$ cat config.mk
export PLATFORM = sky130hd
export DESIGN_NAME = alarm_clock
export DESIGN_NICKNAME = d
export VERILOG_FILES = /design/src/rtl/alarm_clock.sv
export SDC_FILE = /design/constraint.sdc
export NUM_CORES = 1
export LEC_CHECK = 0
export CORE_ASPECT_RATIO = 1.5
export CORE_MARGIN = 8
export CORE_UTILIZATION = 39
export DETAILED_ROUTE_END_ITERATION = 12
export PLACE_DENSITY = 0.67
export RECOVER_POWER = 50
export SYNTH_ARGS = -nofsm -noshare
export SYNTH_HDL_FRONTEND = slang
export SYNTH_SLANG_ARGS = --single-unit
$ cat constraint.sdc
create_clock -name clk -period 4.7 [get_ports clk]
set_input_delay 1.41 -clock clk [delete_from_list [all_inputs] [get_ports clk]]
set_output_delay 1.41 -clock clk [all_outputs]
set_load 0.02 [all_outputs]
$ cat src/rtl/alarm_clock.sv
// ============================================================================
// Module   : alarm_clock
// Brief    : 24-hour BCD HH:MM:SS clock with a programmable HH:MM sticky alarm
// Revision : 1.0
// ============================================================================
`default_nettype none

module alarm_clock #(
    parameter int CLK_PER_SEC = 10
) (
    input  logic       clk,
    input  logic       reset,
    input  logic [1:0] H_in1,
    input  logic [3:0] H_in0,
    input  logic [3:0] M_in1,
    input  logic [3:0] M_in0,
    input  logic       LD_time,
    input  logic       LD_alarm,
    input  logic       STOP_al,
    input  logic       AL_ON,
    output logic       Alarm,
    output logic [1:0] H_out1,
    output logic [3:0] H_out0,
    output logic [3:0] M_out1,
    output logic [3:0] M_out0,
    output logic [3:0] S_out1,
    output logic [3:0] S_out0
);

    localparam int c_DIV_W = (CLK_PER_SEC > 2) ? $clog2(CLK_PER_SEC) : 1;
    localparam logic [c_DIV_W-1:0] c_DIV_MAX = c_DIV_W'(CLK_PER_SEC - 1);
    localparam logic [c_DIV_W-1:0] c_DIV_ONE = c_DIV_W'(1);

    logic [c_DIV_W-1:0] r_div;
    logic [1:0]         r_h1;
    logic [3:0]         r_h0;
    logic [3:0]         r_m1;
    logic [3:0]         r_m0;
    logic [3:0]         r_s1;
    logic [3:0]         r_s0;
    logic [1:0]         r_al_h1;
    logic [3:0]         r_al_h0;
    logic [3:0]         r_al_m1;
    logic [3:0]         r_al_m0;
    logic               r_alarm;

    logic w_legal;
    logic w_tick;
    logic w_ld_time;
    logic w_ld_alarm;
    logic w_match;
    logic w_s0_wrap;
    logic w_s1_wrap;
    logic w_m0_wrap;
    logic w_m1_wrap;
    logic w_h_wrap;
    logic w_inc_s1;
    logic w_inc_m0;
    logic w_inc_m1;
    logic w_inc_h;

    always_comb begin
        w_legal    = (((H_in1 < 2'd2) && (H_in0 <= 4'd9)) ||
                      ((H_in1 == 2'd2) && (H_in0 <= 4'd3))) &&
                     (M_in1 <= 4'd5) && (M_in0 <= 4'd9);
        w_tick     = (r_div == c_DIV_MAX);
        w_ld_time  = LD_time && w_legal;
        w_ld_alarm = LD_alarm && w_legal;

        w_s0_wrap  = (r_s0 == 4'd9);
        w_s1_wrap  = (r_s1 == 4'd5);
        w_m0_wrap  = (r_m0 == 4'd9);
        w_m1_wrap  = (r_m1 == 4'd5);
        w_h_wrap   = (r_h1 == 2'd2) && (r_h0 == 4'd3);

        // Ripple carry: each digit advances only when all lower digits wrap.
        w_inc_s1   = w_tick && w_s0_wrap;
        w_inc_m0   = w_inc_s1 && w_s1_wrap;
        w_inc_m1   = w_inc_m0 && w_m0_wrap;
        w_inc_h    = w_inc_m1 && w_m1_wrap;

        w_match    = AL_ON &&
                     (r_h1 == r_al_h1) && (r_h0 == r_al_h0) &&
                     (r_m1 == r_al_m1) && (r_m0 == r_al_m0) &&
                     (r_s1 == 4'd0) && (r_s0 == 4'd0);
    end

    always_ff @(posedge clk) begin
        if (reset || w_ld_time) begin
            r_div <= '0;
        end else if (w_tick) begin
            r_div <= '0;
        end else begin
            r_div <= r_div + c_DIV_ONE;
        end
    end

    always_ff @(posedge clk) begin
        if (reset) begin
            r_h1 <= w_legal ? H_in1 : 2'd0;
            r_h0 <= w_legal ? H_in0 : 4'd0;
            r_m1 <= w_legal ? M_in1 : 4'd0;
            r_m0 <= w_legal ? M_in0 : 4'd0;
            r_s1 <= 4'd0;
            r_s0 <= 4'd0;
        end else if (w_ld_time) begin
            r_h1 <= H_in1;
            r_h0 <= H_in0;
            r_m1 <= M_in1;
            r_m0 <= M_in0;
            r_s1 <= 4'd0;
            r_s0 <= 4'd0;
        end else begin
            if (w_tick) begin
                r_s0 <= w_s0_wrap ? 4'd0 : r_s0 + 4'd1;
            end
            if (w_inc_s1) begin
                r_s1 <= w_s1_wrap ? 4'd0 : r_s1 + 4'd1;
            end
            if (w_inc_m0) begin
                r_m0 <= w_m0_wrap ? 4'd0 : r_m0 + 4'd1;
            end
            if (w_inc_m1) begin
                r_m1 <= w_m1_wrap ? 4'd0 : r_m1 + 4'd1;
            end
            if (w_inc_h) begin
                if (w_h_wrap) begin
                    r_h1 <= 2'd0;
                    r_h0 <= 4'd0;
                end else if (r_h0 == 4'd9) begin
                    r_h1 <= r_h1 + 2'd1;
                    r_h0 <= 4'd0;
                end else begin
                    r_h0 <= r_h0 + 4'd1;
                end
            end
        end
    end

    always_ff @(posedge clk) begin
        if (reset) begin
            r_al_h1 <= w_legal ? H_in1 : 2'd0;
            r_al_h0 <= w_legal ? H_in0 : 4'd0;
            r_al_m1 <= w_legal ? M_in1 : 4'd0;
            r_al_m0 <= w_legal ? M_in0 : 4'd0;
        end else if (w_ld_alarm) begin
            r_al_h1 <= H_in1;
            r_al_h0 <= H_in0;
            r_al_m1 <= M_in1;
            r_al_m0 <= M_in0;
        end
    end

    // Clear beats set, so holding STOP_al masks the alarm for the matching second.
    always_ff @(posedge clk) begin
        if (reset) begin
            r_alarm <= 1'b0;
        end else if (STOP_al || !AL_ON) begin
            r_alarm <= 1'b0;
        end else if (w_match) begin
            r_alarm <= 1'b1;
        end
    end

    assign Alarm  = r_alarm;
    assign H_out1 = r_h1;
    assign H_out0 = r_h0;
    assign M_out1 = r_m1;
    assign M_out0 = r_m0;
    assign S_out1 = r_s1;
    assign S_out0 = r_s0;

endmodule

`default_nettype wire

Word-level counts from Yosys, hierarchy flattened
Index checks and enable logic that the tools add are counted.
{ "classes": {"order_cmp": 5, "multipliers": 0, "n_shift": 0, "add_sub_neg": 7, "muxes": 32, "eq_ne": 13, "div_mod_pow": 0, "reduce_logical": 32, "bitwise_logic": 0} }
{ "op_table": {"columns": ["operator", "n"], "rows": [
  ["$mux W4", 24],
  ["$add A4 B1 Y4 const B", 6],
  ["$logic_and A1 B1 Y1", 17],
  ["$eq A4 B4 Y1 const B", 4],
  ["$mux W2", 8],
  ["$eq A4 B4 Y1", 3],
  ["$reduce_bool A3 Y1", 3],
  ["$eq A4 B3 Y1 const B", 2],
  ["$le A4 B4 Y1 const B", 2],
  ["$logic_not A4 Y1", 2],
  ["$reduce_or A2 Y1", 3],
  ["$eq A2 B2 Y1 const B", 2],
  ["$eq A4 B2 Y1 const B", 1],
  ["$le A4 B2 Y1 const B", 1],
  ["$le A4 B3 Y1 const B", 1],
  ["$reduce_bool A4 Y1", 1],
  ["$logic_or A1 B1 Y1", 3],
  ["$add A2 B1 Y2 const B", 1],
  ["$eq A2 B2 Y1", 1],
  ["$lt A2 B2 Y1 const B", 1],
  ["$reduce_and A2 Y1", 1],
  ["$reduce_bool A2 Y1", 1],
  ["$logic_not A1 Y1", 1]
]} }
{ "totals": {"latch_bits": 0, "ram_bits": 0, "reg_bits": 41, "romBits": 0, "mem_count": 0, "out_inout_bits": 23, "inputBits": 20} }

Longest topological paths before layout
Gate-level depths: netlist of run 1.
{ "logic_depth": {"ltp_word": 8, "mapped_depth": 7} }

Worst setup path after synthesis of run 1
Ideal clock, no wire load.
{ "synth_timing": {"kind": "input to register", "startpoint": "in H_in0[2]", "endpoint": "reg r_m0[0] (netlist: M_out0[0]) (enable)", "n_path_buf": 1, "required_ns": 4.339, "slack_ns": 2.047, "arrival_time_ns": 2.292, "stages": 5, "cell_sequence": "o21a_1 > o32ai_1 > a31oi_1 > buf_4 > o21ai_0"} }
{ "synth_via": {"elab_chain_cells": 7, "word_cells_on_any_way": 9, "cone_classes": "order compare (2); reduce/logical (7)"} }
{ "synth_rtl": {"columns": ["element", "line", "source"], "rows": [
  ["start: declaration", "14", "input logic [3:0] H_in0,"],
  ["$le A4 B4 Y1 or $le A4 B2 Y1 (tied branches)", "63, 64", null],
  ["$logic_and A1 B1 Y1 (on tied branches)", "63, 64", null],
  ["$logic_or A1 B1 Y1 *", "63", "w_legal = (((H_in1 < 2'd2) && (H_in0 <= 4'd9)) ||"],
  ["$logic_and A1 B1 Y1 *", "64", "((H_in1 == 2'd2) && (H_in0 <= 4'd3))) &&"],
  ["$logic_and A1 B1 Y1 *", "65", "(M_in1 <= 4'd5) && (M_in0 <= 4'd9);"],
  ["$logic_and A1 B1 Y1 *", "67", "w_ld_time = LD_time && w_legal;"],
  ["$reduce_bool A3 Y1 (no line) *", null, null],
  ["end signal: assignment", "103", "r_m0 <= w_legal ? M_in0 : 4'd0;"],
  ["end signal: assignment", "110", "r_m0 <= M_in0;"],
  ["end signal: assignment", "121", "r_m0 <= w_m0_wrap ? 4'd0 : r_m0 + 4'd1;"],
  ["end: declaration", "38", "logic [3:0] r_m0;"]
]} }
Every way passes the cells marked *; elsewhere a longest branch is shown, timed or not.
A chain may end at the register's enable or synchronous reset.

Worst setup path in the final report of run 1
{ "layout_timing": {"startpoint": "in H_in0[2]", "endpoint": "reg r_al_m0[2] (data pin)"} }
{ "layout_via": {"elab_chain_cells": 7, "word_cells_on_any_way": 9, "cone_classes": "order compare (2); mux (2); reduce/logical (5)"} }
{ "layout_rtl": {"columns": ["element", "line", "source"], "rows": [
  ["$le A4 B4 Y1 or $le A4 B2 Y1 (tied branches)", "63, 64", null],
  ["$logic_and A1 B1 Y1 (on tied branches)", "63, 64", null],
  ["$logic_or A1 B1 Y1 *", "63", null],
  ["$logic_and A1 B1 Y1 *", "64", null],
  ["$logic_and A1 B1 Y1 *", "65", null],
  ["$mux W4 *", "145", "r_al_m0 <= w_legal ? M_in0 : 4'd0;"],
  ["$mux W4 *", "141", "if (reset) begin"],
  ["end signal: assignment", "145", null],
  ["end signal: assignment", "150", "r_al_m0 <= M_in0;"],
  ["end: declaration", "44", "logic [3:0] r_al_m0;"]
]} }
Marks and branches as above.

==> metrics, run 1 <==
DRC=0; Crit path largest cell delay=1030 ps; Placed Area=2690 um2; crit path kind=in2reg; CTS tree=yes; CP Data Arrival Time=3750 ps; DR WL/cell=15.95 um; RSZ-0062 raised after global routing=no; row count=34; Setup Skew=6.015 ps; CTS Root Cell=clkbuf_8; Place WS=1016 ps; setup bufs post-CTS=0; clk_lat worst skew=290 ps; DR iter-0 viols=91; fin. max-slew vios=0; initial antenna violation count=0; Net Count, Synth=233; Netlist cell types=48; HP Class=reg2reg; Buffers & Inverters on Critical Path=1; core area=5658 um2; FMAX=0.2789 GHz; crit start category=primary input; Reg2Reg Launch Point=r_div[0]$_SDFF_PP0_; fin nets=274; Clock Tree Buf Depth=2; via count of the first global-routing pass=1762; number of CTS-inserted buffers=5; die height=108.9 um; Crit. Startpoint=H_in0[2]; Max IR drop VDD=0.1187 mV; detailed placer's ending HPWL=3954 um; Worst Path Max Fanout=13; antenna cell count=0; Leak=1.003 nW; critical-path cell list=dlygate4sd3_1 -> o21a_1 -> o32a_2 -> o21ai_0 -> and2_1; Least-Margin Pin Slew=1327 ps; CP Capture Type=flop; H-tree levels=2; Post-DRT Antenna Nets=0; Post-synth EDFFs=28; Slowest-stage cell, CP=o21ai_0; Synth Cell Area=2242 um2; cell family with most CP delay=compound AO/OA/AOI/OAI gates; GRT overflow=0; post-synthesis sequential area ratio=49.11%; Final min period=3586 ps; layout cells sized above 1=6.324%; vias per cell=5.271; asr flop ratio synth=0%; syn avg cell area=10.63 um2; outcome=finished clean; R2R setup slack=2680 ps; All-Layer GR Usage=12.59%; Final Hold Viols=0; Via Count=1713; Power, Total=0.8779 mW; PortBufs=42; flops & latches, synth=41; max-cap violations=0; final worst slack=1114 ps; YS warnings=0; Fin Setup TNS=0 ps; Pwr Density=313.4 nW/um2; ys flop type=edfxtp_1; Clock transition at path regs=80 ps; Worst Reg-to-Reg Cells=4; global-route wire length before repair=8521 um; Clock Sinks=41; largest net degree at the start of global routing=19; FF-to-FF End=M_out0[2]$_DFFE_PP_; Worst EP required=4860 ps; Routed WL=5184 um; Final setup viols=0; crit path to=r_al_m0[2]$_DFFE_PP_; cts repair resizes=0; drt pass-1 iters=5; Slew HR=10.61%; # hold bufs at CTS=0; Stages on worst setup path=5; Final Instance Area=2801 um2; total die area=8482 um2; Die W=77.91 um; I/O Pins=43; initial core utilization=39.63%; GPL Wtd Cong=0.7748; instance count of the mapped netlist=211; area grow syn2layout=24.94%; part of the cycle the worst path needs=76.30%
metal layers:
layer | vias up | wire length [um] | GRT usage, %
met1 | 817 | 2226 | 14.13
met3 | 7 | 212 | 2.475
li1 | 841 | - | -
met5 | - | 0 | 0
met4 | 0 | 87 | 5.053
met2 | 48 | 2658 | 22.77
cells by family (layout without fill, tap and decap cells):
family	after synthesis	in the layout	synth area share, %
simple gates	79	79	20.42
compound gates	47	47	14.96
flops	41	41	49.11
xor+xnor	23	23	8.985
buf+inv	17	59	4.464
fa+ha+maj	2	2	1.116
mux	2	2	0.9486
sequential cells by signal (all words and copies together), names as in the netlist:
register  cells
H_out0        4
M_out0        4
M_out1        4
S_out0        4
S_out1        4
r_al_h0       4
r_al_m0       4
r_al_m1       4
r_div         4
H_out1        2
r_al_h1       2
Alarm         1
synthesized netlist by cell type, drive strengths merged (7+ instances only):
| cell type | instances | area [um2] |
|---|---|---|
| nand2 | 15 | 56.30 |
| dfxtp | 13 | 260.3 |
| nand2b | 8 | 50.05 |
| edfxtp | 28 | 840.8 |
| o21ai | 14 | 77.58 |
| inv | 8 | 30.03 |
| a21oi | 7 | 35.03 |
| nor2 | 11 | 41.29 |
| and2 | 15 | 93.84 |
| xnor2 | 21 | 183.9 |
final cells by class:
type	instances	area (um2)
clock buffer	8	115.1
fill	524	2856
inverter	8	30.03
multi-input combinational	153	1037
sequential	41	1101
tap	72	90.09
timing repair buffer	43	427.9
worst register-to-register path: stages (launching register included):
cell and delay (ps):
dfxtp_1 390, ha_1 200, and4b_1 400, nand3_2 160, o21ai_0 510
worst min path at each step:
stage / from / end / slack [ps] / cells past startpoint
after CTS: r_div[0]$_SDFF_PP0_ / r_div[0]$_SDFF_PP0_ / 510 / 1
after global routing: Alarm$_SDFFE_PP0P_ / Alarm$_SDFFE_PP0P_ / 530 / 1
after detailed placement: r_div[0]$_SDFF_PP0_ / r_div[0]$_SDFF_PP0_ / 500 / 1
final: Alarm$_SDFFE_PP0P_ / Alarm$_SDFFE_PP0P_ / 500 / 1
after global placement: r_div[0]$_SDFF_PP0_ / r_div[0]$_SDFF_PP0_ / 480 / 1
after floorplan: r_div[0]$_SDFF_PP0_ / r_div[0]$_SDFF_PP0_ / 460 / 1
layout by cell type, fill, tap and decap left out, types with 3 or more instances in the layout:
master	netlist	final
clkbuf_8	0	6
nand4_1	5	5
nor3_1	5	5
a22o_1	6	6
and2_0	0	6
inv_1	8	8
clkdlybuf4s50_1	0	17
o2bb2ai_1	6	6
nand2b_1	8	8
nand2_1	15	15
nor2_1	11	11
nor4_1	3	3
xnor2_1	21	21
nand3_1	4	4
and2_1	15	9
dfxtp_1	13	13
dlygate4sd3_1	0	25
o21ai_0	12	13
a21oi_1	7	7
edfxtp_1	28	28
metrics by stage:
stage,cells,utilization (%),hold slack [ps]
detailed placement,317,47.55,495.6
CTS,325,49.58,507.7
global placement,317,47.55,478.5
global route,325,49.51,525.1
finish,325,49.51,501.5
floorplan,211,-,457.1
power by group:
group / switching (mW) / internal (mW) / total [mW]
Combinational: 0.0753 / 0.0744 / 0.150
Clock: 0.123 / 0.158 / 0.281
Sequential: 0.0295 / 0.418 / 0.447
Note: power is estimated with default switching activity, not from simulation.
==> run 2, diff against run 1 <==
==> constraint.sdc (replaced) <==
create_clock -name clk -period 3.4 [get_ports clk]
set_input_delay 1.02 -clock clk [delete_from_list [all_inputs] [get_ports clk]]
set_output_delay 1.02 -clock clk [all_outputs]
set_load 0.02 [all_outputs]
==> metrics, run 2 (synthesis gave the netlist of run 1 again) <==
Min Hold Slack=495.2 ps; die height=108.9 um; Final setup viols=0; global-route wire length before repair=8349 um; fin. max-slew vios=0; fin nets=275; initial core utilization=39.63%; HP Class=reg2reg; final worst slack=287.7 ps; CTS Root Cell=clkbuf_8; setup bufs post-CTS=0; FMAX=0.3213 GHz; CTS tree=yes; CP Capture Type=flop; Clock Tree Buf Depth=2; crit path kind=in2reg; number of CTS-inserted buffers=5; vias per cell=5.107; core area=5658 um2; row count=34; GPL Wtd Cong=0.7927; crit start category=primary input; part of the cycle the worst path needs=91.54%; antenna cell count=0; detailed placer's ending HPWL=3867 um; DR WL/cell=15.45 um; DR iter-0 viols=89; Slew HR=39.61%; Least-Margin Pin Slew=905.8 ps; Fin Setup TNS=0 ps; Routed WL=5038 um; outcome=finished clean; largest net degree at the start of global routing=19; Max IR drop VDD=0.2057 mV; PortBufs=42; post-route insts no fill=326; All-Layer GR Usage=12.19%; Placed Cells=318; Clock Sinks=41; cts repair resizes=1; initial antenna violation count=0; drt pass-1 iters=4; Post-DRT Antenna Nets=0; total die area=8482 um2; via count of the first global-routing pass=1726; most common cell after layout, fill and taps aside=edfxtp_1; most frequent cells in the layout=edfxtp_1 (28), dlygate4sd3_1 (24), xnor2_1 (21), clkdlybuf4s50_1 (18), nand2_1 (15); clk_lat worst skew=290 ps; RSZ-0062 raised after global routing=no; Final min period=3112 ps; Pwr Density=407.8 nW/um2; Leak=0.9859 nW; H-tree levels=2; DRC=0; max-cap violations=0; Via Count=1665; Final Hold Viols=0; Worst EP required=3410 ps; Worst Path Max Fanout=18; Clock transition at path regs=80 ps; Power, Total=1.132 mW; I/O Pins=43; Setup Skew=2.925 ps; CP Data Arrival Time=3120 ps; layout cells sized above 1=5.906%; Die W=77.91 um; GRT overflow=0; # hold bufs at CTS=0; Place WS=-340.0 ps; area grow syn2layout=23.77%
==> run 2: cell count changes in the layout (fill, tap and decap cells not counted) <==
| cell | change |
|---|---|
| clkbuf_1 | +3 |
| clkinv_2 | +2 |
| a31oi_1 | -1 |
| a31oi_2 | +1 |
| and2_0 | -1 |
| and2_1 | +1 |
| buf_4 | -1 |
| clkbuf_16 | -1 |
| clkbuf_4 | -1 |
| clkbuf_8 | -1 |
| clkdlybuf4s50_1 | +1 |
| dlygate4sd3_1 | -1 |
| o21ai_0 | -1 |
| o21ai_1 | +1 |
==> run 2: path summary, 6_finish.rpt <==
kind	start	endpoint	slack [ps]	cells past startpoint
hold / removal	Alarm$_SDFFE_PP0P_	Alarm$_SDFFE_PP0P_	500	1
setup reg to reg	r_div[0]$_SDFF_PP0_	M_out0[2]$_DFFE_PP_	1430	4
hold reg to reg	Alarm$_SDFFE_PP0P_	Alarm$_SDFFE_PP0P_	500	1
setup / recovery	M_in0[1]	M_out0[3]$_DFFE_PP_	290	6
==> run 2: through the flow <==
step	util [%]	cell area, um2
finish	49.05	2775
global route	49.05	2775
CTS	49.25	2786
detailed placement	47.68	2698
global placement	47.68	2698
floorplan	-	2242
==> run 2: cell type report <==
cell class                      count  area (um2)
Clock buffer                        6       72.57
Clock inverter                      2       10.01
Fill cell                         520        2883
Inverter                            8       30.03
Multi-Input combinational cell    153        1044
Sequential cell                    41        1101
Tap cell                           72       90.09
Timing Repair Buffer               44       427.9
==> run 2: metal layers <==
| metal | vias to the layer above | global-route usage [%] | share of wire, % |
|---|---|---|---|
| met1 | 768 | 13.67 | 43 |
| met4 | 0 | 4.255 | 1.3 |
| met2 | 42 | 22.23 | 51 |
| li1 | 851 | - | - |
| met3 | 4 | 2.558 | 4.0 |
| met5 | - | 0 | 0 |
==> run 2: power by group <==
part	total (mW)	leakage (nW)	internal, mW	switching, mW
registers	0.617	0.385	0.577	0.0391
clock network	0.309	0.0450	0.142	0.166
logic	0.206	0.556	0.103	0.103
==> run 2: critical path, cell delays in order <==
cell and delay (ps):
clkdlybuf4s50_1 430, o21ai_0 370, and2_0 280, a31o_1 170, clkbuf_1 680, o2bb2ai_1 160
==> run 3, diff against run 2 <==
--- a/config.mk
+++ b/config.mk
@@ -11,6 +11,7 @@
 export DETAILED_ROUTE_END_ITERATION = 12
 export PLACE_DENSITY = 0.67
 export RECOVER_POWER = 50
+export SLEW_MARGIN = 0
 export SYNTH_ARGS = -nofsm -noshare
 export SYNTH_HDL_FRONTEND = slang
 export SYNTH_SLANG_ARGS = --single-unit
==> results of run 3 <==
Final layout, timing and power as in run 2 (identical DEF).
